[src/rtl/lsu_rmw_ctrl_pkg.sv]
// Shared LSU defines (reset/write polarity, funct3 codes, FSM encodings) and the
// lsu_rmw_ctrl package with the captured-request type and funct3 decode helpers.
`ifndef RST
`define RST 1'b1
`endif
`ifndef WRITE_ENABLE
`define WRITE_ENABLE 1'b1
`endif
`ifndef DATA_WIDTH
`define DATA_WIDTH 32
`endif
`ifndef LSU_F3_B
`define LSU_F3_B  3'b000
`define LSU_F3_H  3'b001
`define LSU_F3_W  3'b010
`define LSU_F3_BU 3'b100
`define LSU_F3_HU 3'b101
`endif
`ifndef LSU_IDLE
`define LSU_IDLE 2'd0
`define LSU_RD   2'd1
`define LSU_WR   2'd2
`define LSU_RESP 2'd3
`endif

package lsu_rmw_ctrl_pkg;

  localparam logic [1:0] S_IDLE = `LSU_IDLE;
  localparam logic [1:0] S_RD   = `LSU_RD;
  localparam logic [1:0] S_WR   = `LSU_WR;
  localparam logic [1:0] S_RESP = `LSU_RESP;

  localparam logic [2:0] F3_B  = `LSU_F3_B;
  localparam logic [2:0] F3_H  = `LSU_F3_H;
  localparam logic [2:0] F3_W  = `LSU_F3_W;
  localparam logic [2:0] F3_BU = `LSU_F3_BU;
  localparam logic [2:0] F3_HU = `LSU_F3_HU;

  typedef struct packed {
    logic                   we;
    logic [2:0]             f3;
    logic [1:0]             off;
    logic [`DATA_WIDTH-1:0] wdata;
  } lsu_req_t;

  function automatic logic f3_legal(input logic [2:0] f3);
    return (f3 == F3_B) || (f3 == F3_H) || (f3 == F3_W) ||
           (f3 == F3_BU) || (f3 == F3_HU);
  endfunction

  function automatic logic is_misaligned(input logic [2:0] f3, input logic [1:0] off);
    case (f3[1:0])
      2'b01:   return off[0];
      2'b10:   return off != 2'b00;
      default: return 1'b0;
    endcase
  endfunction

  // Offending low bits are dropped so halves and words stay naturally aligned.
  function automatic logic [1:0] lane_offset(input logic [2:0] f3, input logic [1:0] off);
    case (f3[1:0])
      2'b00:   return off;
      2'b01:   return {off[1], 1'b0};
      default: return 2'b00;
    endcase
  endfunction

endpackage

[src/rtl/lsu_rmw_ctrl_lane.sv]
// lsu_lane: byte/half lane extraction with sign/zero extension for loads, and
// byte/half insertion into an existing word for sub-word stores.
module lsu_lane
  import lsu_rmw_ctrl_pkg::*;
(
  input  logic [1:0]             off_i,
  input  logic [2:0]             f3_i,
  input  logic [`DATA_WIDTH-1:0] word_i,
  input  logic [`DATA_WIDTH-1:0] wdata_i,
  output logic [`DATA_WIDTH-1:0] load_o,
  output logic [`DATA_WIDTH-1:0] store_o
);

  logic [7:0]  byte_sel;
  logic [15:0] half_sel;

  assign byte_sel = word_i[{off_i, 3'b000} +: 8];
  assign half_sel = word_i[{off_i[1], 4'b0000} +: 16];

  always_comb begin
    load_o = word_i;
    case (f3_i)
      F3_B:    load_o = {{24{byte_sel[7]}}, byte_sel};
      F3_BU:   load_o = {24'd0, byte_sel};
      F3_H:    load_o = {{16{half_sel[15]}}, half_sel};
      F3_HU:   load_o = {16'd0, half_sel};
      default: load_o = word_i;
    endcase
  end

  always_comb begin
    store_o = word_i;
    case (f3_i[1:0])
      2'b00:   store_o[{off_i, 3'b000} +: 8]     = wdata_i[7:0];
      2'b01:   store_o[{off_i[1], 4'b0000} +: 16] = wdata_i[15:0];
      default: store_o = wdata_i;
    endcase
  end

endmodule

[src/rtl/lsu_rmw_ctrl.sv]
// Load/store controller mapping RISC-V byte/half/word accesses onto a word memory,
// using read-modify-write for SB/SH. Define LSU_MISALIGN_EXC_EN to reject misaligned H/W.
module lsu_rmw_ctrl
  import lsu_rmw_ctrl_pkg::*;
#(
  parameter int ADDR_W = 32,
  parameter int DATA_W = `DATA_WIDTH
) (
  input  logic              clk,
  input  logic              rst,
  input  logic              req_valid,
  output logic              req_ready,
  input  logic              req_we,
  input  logic [2:0]        req_funct3,
  input  logic [ADDR_W-1:0] req_addr,
  input  logic [DATA_W-1:0] req_wdata,
  output logic              resp_valid,
  output logic [DATA_W-1:0] resp_rdata,
  output logic              resp_err,
  output logic              mem_rw,
  output logic [ADDR_W-1:0] mem_addr,
  output logic [DATA_W-1:0] mem_wdata,
  input  logic [DATA_W-1:0] mem_rdata
);

  logic [1:0]        state_q, state_d;
  lsu_req_t          req_q, req_d;
  logic [ADDR_W-3:0] waddr_q, waddr_d;
  logic [DATA_W-1:0] old_q, old_d;
  logic [DATA_W-1:0] rdata_q, rdata_d;
  logic              err_q, err_d;

  logic              in_rst;
  logic              reject;
  logic              mem_active;
  logic [DATA_W-1:0] lane_word, lane_load, lane_store;

  assign in_rst = (rst == `RST);

`ifdef LSU_MISALIGN_EXC_EN
  assign reject = !f3_legal(req_funct3) || is_misaligned(req_funct3, req_addr[1:0]);
`else
  assign reject = !f3_legal(req_funct3);
`endif

  // Loads extract straight from memory in RD; stores merge into the word held from RD.
  assign lane_word = (state_q == S_RD) ? mem_rdata : old_q;

  lsu_lane u_lane (
    .off_i   (req_q.off),
    .f3_i    (req_q.f3),
    .word_i  (lane_word),
    .wdata_i (req_q.wdata),
    .load_o  (lane_load),
    .store_o (lane_store)
  );

  always_comb begin
    state_d = state_q;
    req_d   = req_q;
    waddr_d = waddr_q;
    old_d   = old_q;
    rdata_d = rdata_q;
    err_d   = err_q;
    case (state_q)
      S_IDLE: begin
        if (req_valid) begin
          req_d   = '{we: req_we, f3: req_funct3,
                      off: lane_offset(req_funct3, req_addr[1:0]), wdata: req_wdata};
          waddr_d = req_addr[ADDR_W-1:2];
          if (reject) begin
            rdata_d = '0;
            err_d   = 1'b1;
            state_d = S_RESP;
          end else if (req_we && (req_funct3 == F3_W)) begin
            state_d = S_WR;
          end else begin
            state_d = S_RD;
          end
        end
      end
      S_RD: begin
        if (req_q.we) begin
          old_d   = mem_rdata;
          state_d = S_WR;
        end else begin
          rdata_d = lane_load;
          err_d   = 1'b0;
          state_d = S_RESP;
        end
      end
      S_WR: begin
        rdata_d = '0;
        err_d   = 1'b0;
        state_d = S_RESP;
      end
      default: state_d = S_IDLE;
    endcase
  end

  always_ff @(posedge clk) begin
    if (in_rst) begin
      state_q <= S_IDLE;
      req_q   <= '0;
      waddr_q <= '0;
      old_q   <= '0;
      rdata_q <= '0;
      err_q   <= 1'b0;
    end else begin
      state_q <= state_d;
      req_q   <= req_d;
      waddr_q <= waddr_d;
      old_q   <= old_d;
      rdata_q <= rdata_d;
      err_q   <= err_d;
    end
  end

  // Everything memory-facing is gated by rst so an aborted WR cannot write.
  assign mem_active = ((state_q == S_RD) || (state_q == S_WR)) && !in_rst;
  assign req_ready  = (state_q == S_IDLE) && !in_rst;
  assign resp_valid = (state_q == S_RESP) && !in_rst;
  assign resp_rdata = in_rst ? '0 : rdata_q;
  assign resp_err   = in_rst ? 1'b0 : err_q;
  assign mem_rw     = ((state_q == S_WR) && !in_rst) ? `WRITE_ENABLE : ~`WRITE_ENABLE;
  assign mem_addr   = mem_active ? {waddr_q, 2'b00} : '0;
  assign mem_wdata  = ((state_q == S_WR) && !in_rst) ? lane_store : '0;

endmodule
[config.mk]
export PLATFORM = sky130hd
export DESIGN_NAME = lsu_rmw_ctrl
export DESIGN_NICKNAME = d
export VERILOG_FILES = /design/src/rtl/lsu_rmw_ctrl_pkg.sv /design/src/rtl/lsu_rmw_ctrl_lane.sv /design/src/rtl/lsu_rmw_ctrl.sv
export SDC_FILE = /design/constraint.sdc
export NUM_CORES = 1
export LEC_CHECK = 0
export CORE_MARGIN = 1
export CORE_UTILIZATION = 35
export CTS_CLUSTER_SIZE = 8
export DETAILED_ROUTE_END_ITERATION = 8
export GPL_TIMING_DRIVEN = 0
export REMOVE_ABC_BUFFERS = 1
export SYNTH_ARGS = -nofsm -noshare
export SYNTH_HDL_FRONTEND = slang
export SYNTH_SLANG_ARGS = --single-unit
[constraint.sdc]
create_clock -name clk -period 7.3 [get_ports clk]
set_input_delay 1.46 -clock clk [delete_from_list [all_inputs] [get_ports clk]]
set_output_delay 1.46 -clock clk [all_outputs]
set_load 0.01 [all_outputs]
==> metrics.md <==
| Metric | Value |
|---|---|
| Final-report max-slew violation count | `9` |
| Number of buffers added for setup after CTS | `0` |
| Part of the total power dissipated in the clock network | `31.4%` |
| Worst R2R Path Depth | `6` |
| Count of port buffers added during placement | `200` |
| Kind of capture point of the worst setup path | `output pin` |
| Hold violation count in the final report | `0` |
| DRC violation total after the first TritonRoute iteration | `399` |
| Floorplan die width | `144 microns` |
| Combinational cell fraction of total power | `36.8%` |
| # fillers | `2032` |
| Weighted congestion at the end of routability-driven global placement | `0.865` |
| R2r startpoint | `state_q[1]` |
| Highest attainable clock frequency | `0.163 GHz` |
| Overflow left after global routing | `0` |
| Post-Route Setup TNS | `0 ns` |
| Crit path DAT | `4.67 ns` |
| H-tree Lvls | `4` |
| TritonCTS clock tree | `built` |
| Setup repair after global routing missed its margin | `no` |
| LEAKAGE | `3.33 nW` |
| Power density cells | `286 nW/um^2` |
| Floorplan row count | `51` |
| Number of distinct library cell variants in the gate-level netlist after synthesis | `49` |
| Seq pwr share | `31.9%` |
| Share of post-route cells with drive strength above 1 | `5.72%` |
| Worst hold slack | `0.447 ns` |
| Initial antenna violation count | `0` |
| Seq/Total Area, Yosys | `38.1%` |
| Post-synthesis to final-layout area growth | `38.8%` |
| I/O Pins | `203` |
| Total number of nets in the final design | `1200` |
| Number of failing setup endpoints in the final timing report | `0` |
| Total wirelength of the detailed-routed design | `22.9 mm` |
| Reg2Reg Capture Point | `rdata_q[4]` |
| Clock-pin slew reported for the worst setup and hold paths after clock tree synthesis | `0.06 ns` |
| Detail Route Antenna Nets | `0` |
| CP Launch Type | `flip-flop` |
| Worst min-delay path startpoint | `waddr_q[1]` |
| Run status | `finished with violations` |
| GRT Resource Usage Total | `22.2%` |
| Setup slack, reg-to-reg | `3.46 ns` |
| Antenna diode instance count | `0` |
| Gate count after technology mapping | `939` |
| Synthesized area divided by synthesized cell count | `7.56 sq um` |
| Total of hold buffers inserted after clock tree synthesis | `0` |
| Pin slew with the least headroom to its limit | `1.50 ns` |
| Psw | `0.00104 W` |
| Worst EP required | `5.84 ns` |
| Vertical extent of the die | `144 microns` |
| Clock latency at the later pin of the worst-skew pair | `0.43 ns` |
| Vias in the first global route | `6470` |
| Library cell used as clock root buffer | `clkbuf_16` |
| Synth Warn # | `0` |
| Via density | `5.19` |
| Vias | `7090` |
| Type of the tightest min-delay check | `reg2reg` |
| Drt drc | `0` |
| TritonCTS Sinks | `135` |
| # Max-Cap Violations | `1` |
| Max rail drop VDD | `215 uV` |
| Crit Path Category | `reg2out` |
| Period utilisation layout | `84.0%` |
| Area enclosed by the die boundary | `20900 sq um` |
| Area of the core | `19700 sq um` |
| Remaining max-slew budget at the tightest pin | `-1.60%` |
| Share of the core filled with cells in the final layout | `50.1%` |
| Terminating pin of the worst hold path | `waddr_q[1]` |
| Internal power | `0.00178 W` |
| Drt wl/cell | `16.8 microns` |
| Critical-path maximum fanout | `21` |
| Clock buffer count from CTS | `17` |
| Post-layout min period | `6.13 ns` |
| Proportion of total power due to net switching | `36.8%` |
| Number of buffers between clock root and the deepest sink | `2` |
| Cells resized by post-CTS repair | `0` |
| Post-Syn Area | `7100 sq um` |
| Failing checks | `max-capacitance violations, max-slew violations` |
| Clk_skew | `0.0108 ns` |
| Instance count along the most critical hold path | `2` |
| Count of TritonRoute iterations in the first routing pass | `5` |
| Global-route wire length before repair | `35.6 mm` |
| Effective utilization at floorplan | `36.1%` |
| Register bit total from synthesis | `135` |
| Placed wire-length estimate after detailed placement | `15.8 mm` |
| Maximum number of pins on one net before global-route repair | `89` |
-- kinds of logic after synthesis --
logic type	count (synthesis)	share of synthesized area, %
other	1	0.0528
flip-flops	135	38.1
buffers and inverters	86	5.02
AO/OA/AOI/OAI	300	24.1
multiplexers	47	8.53
adder cells (fa/ha/maj)	9	1.59
AND/OR/NAND/NOR	361	22.6
-- metal layers --
metal	vias to the layer above	share of wire, %	track usage [%]
met5	-	0	0
met4	0	1.7	7.09
met3	29	9.3	7.78
met2	256	45	34.1
met1	3255	44	29.0
li1	3550	-	-
-- worst max path at each step --
stage | slack [ns] | end | startpoint
global route | 1.08 | mem_wdata[31] | req_q[33]
detailed placement | 1.45 | mem_wdata[15] | rst
floorplan | 2.89 | mem_wdata[10] | state_q[1]
CTS | 1.26 | mem_wdata[31] | req_q[33]
global placement | -3.33 | mem_addr[22] | rst
finish | 1.17 | mem_wdata[31] | req_q[33]
-- power groups by stage --
stage / registers [W] / clock network [W] / logic [W]
CTS: 0.000898 / 0.000902 / 0.00105
detailed placement: 0.000913 / 0 / 0.00104
global placement: 0.000912 / 0 / 0.00102
finish: 0.000899 / 0.000885 / 0.00104
floorplan: 0.000890 / 0 / 0.000631
global route: 0.000912 / 0.000934 / 0.00114
-- Yosys cell counts (all sizes together) --
cell | n | area (sq um)
nand2 | 230 | 863
a31o | 1 | 8.76
conb | 1 | 3.75
nor3b | 1 | 7.51
and2 | 32 | 200
o2111ai | 1 | 8.76
clkbuf | 57 | 214
o22ai | 7 | 43.8
clkinv | 1 | 3.75
mux2 | 5 | 60.1
nor4bb | 1 | 10.0
or2 | 1 | 6.26
nand3 | 1 | 5.00
mux2i | 32 | 320
a211oi | 3 | 27.5
a2111oi | 7 | 61.3
o2bb2ai | 7 | 61.3
nand2b | 6 | 37.5
nand3b | 1 | 7.51
nor2b | 44 | 275
a32oi | 7 | 61.3
a21oi | 150 | 762
o311a | 1 | 10.0
o21ai | 91 | 455
ha | 9 | 113
a221oi | 3 | 26.3
a311oi | 2 | 17.5
o31ai | 7 | 52.6
o221ai | 8 | 70.1
mux4 | 10 | 225
inv | 8 | 30.0
nor3 | 17 | 85.1
a21o | 1 | 7.51
a211o | 1 | 8.76
dfxtp | 135 | 2700
buf | 20 | 109
a22o | 1 | 8.76
a2bb2oi | 1 | 8.76
nor2 | 26 | 97.6
o211a | 1 | 10.0
nand4bb | 1 | 11.3
-- registers in the layout, indices dropped and copies added, names as in the netlist --
| signal | count |
|---|---|
| req_q | 38 |
| old_q | 32 |
| rdata_q | 32 |
| waddr_q | 30 |
| state_q | 2 |
| err_q | 1 |
-- area by class of cell --
class	instances	area, sq um	share of cell area [%]
sequential	135	2700	27.4
tap	265	332	3.37
timing repair buffer	206	2120	21.5
clock buffer	17	425	4.32
inverter	9	35.0	0.356
clock inverter	15	176	1.79
multi-input combinational	719	4060	41.2
-- cells in the final DEF, fill, tap and decap left out, types with 2 or more instances in the layout --
cell type and instances:
buf_12 3, o31ai_1 7, clkinv_2 5, clkbuf_16 17, clkinv_4 2, mux4_2 10, a311oi_1 2, inv_6 3
a221oi_1 3, ha_1 8, nand2_1 229, inv_1 7, mux2i_1 32, buf_8 2, o2bb2ai_1 7, nor2b_1 43
nand2b_1 6, nor2_1 26, a2111oi_0 7, o221ai_1 8, and2_1 31, a21oi_1 149, a32oi_1 7, clkdlybuf4s50_1 199
nor3_1 17, conb_1 2, o22ai_1 7, o21ai_0 90, bufinv_16 3, clkinvlp_4 3, dfxtp_1 135, a211oi_1 2
mux2_2 4
-- stage by stage --
step           cells  instance area, sq um  power [W]  worst slack (ns)
6_report        1366                  9850    0.00282              1.17
5_1_grt         1366                  9850    0.00299              1.08
4_1_cts         1366                  9850    0.00285              1.26
3_5_place_dp    1334                  9250    0.00196              1.45
3_3_place_gp    1328                  9110    0.00193             -3.33
2_1_floorplan    863                  6780    0.00152              2.89
-- worst max-delay path: stages, from the launching register on --
cell	delay [ns]
dfxtp_1	0.77
inv_2	0.44
ha_1	0.44
nor4bb_1	1.24
a221oi_1	0.26
a211o_1	0.34
a21oi_1	0.15
clkdlybuf4s50_1	0.59
Note: power is estimated with default switching activity, not from simulation.
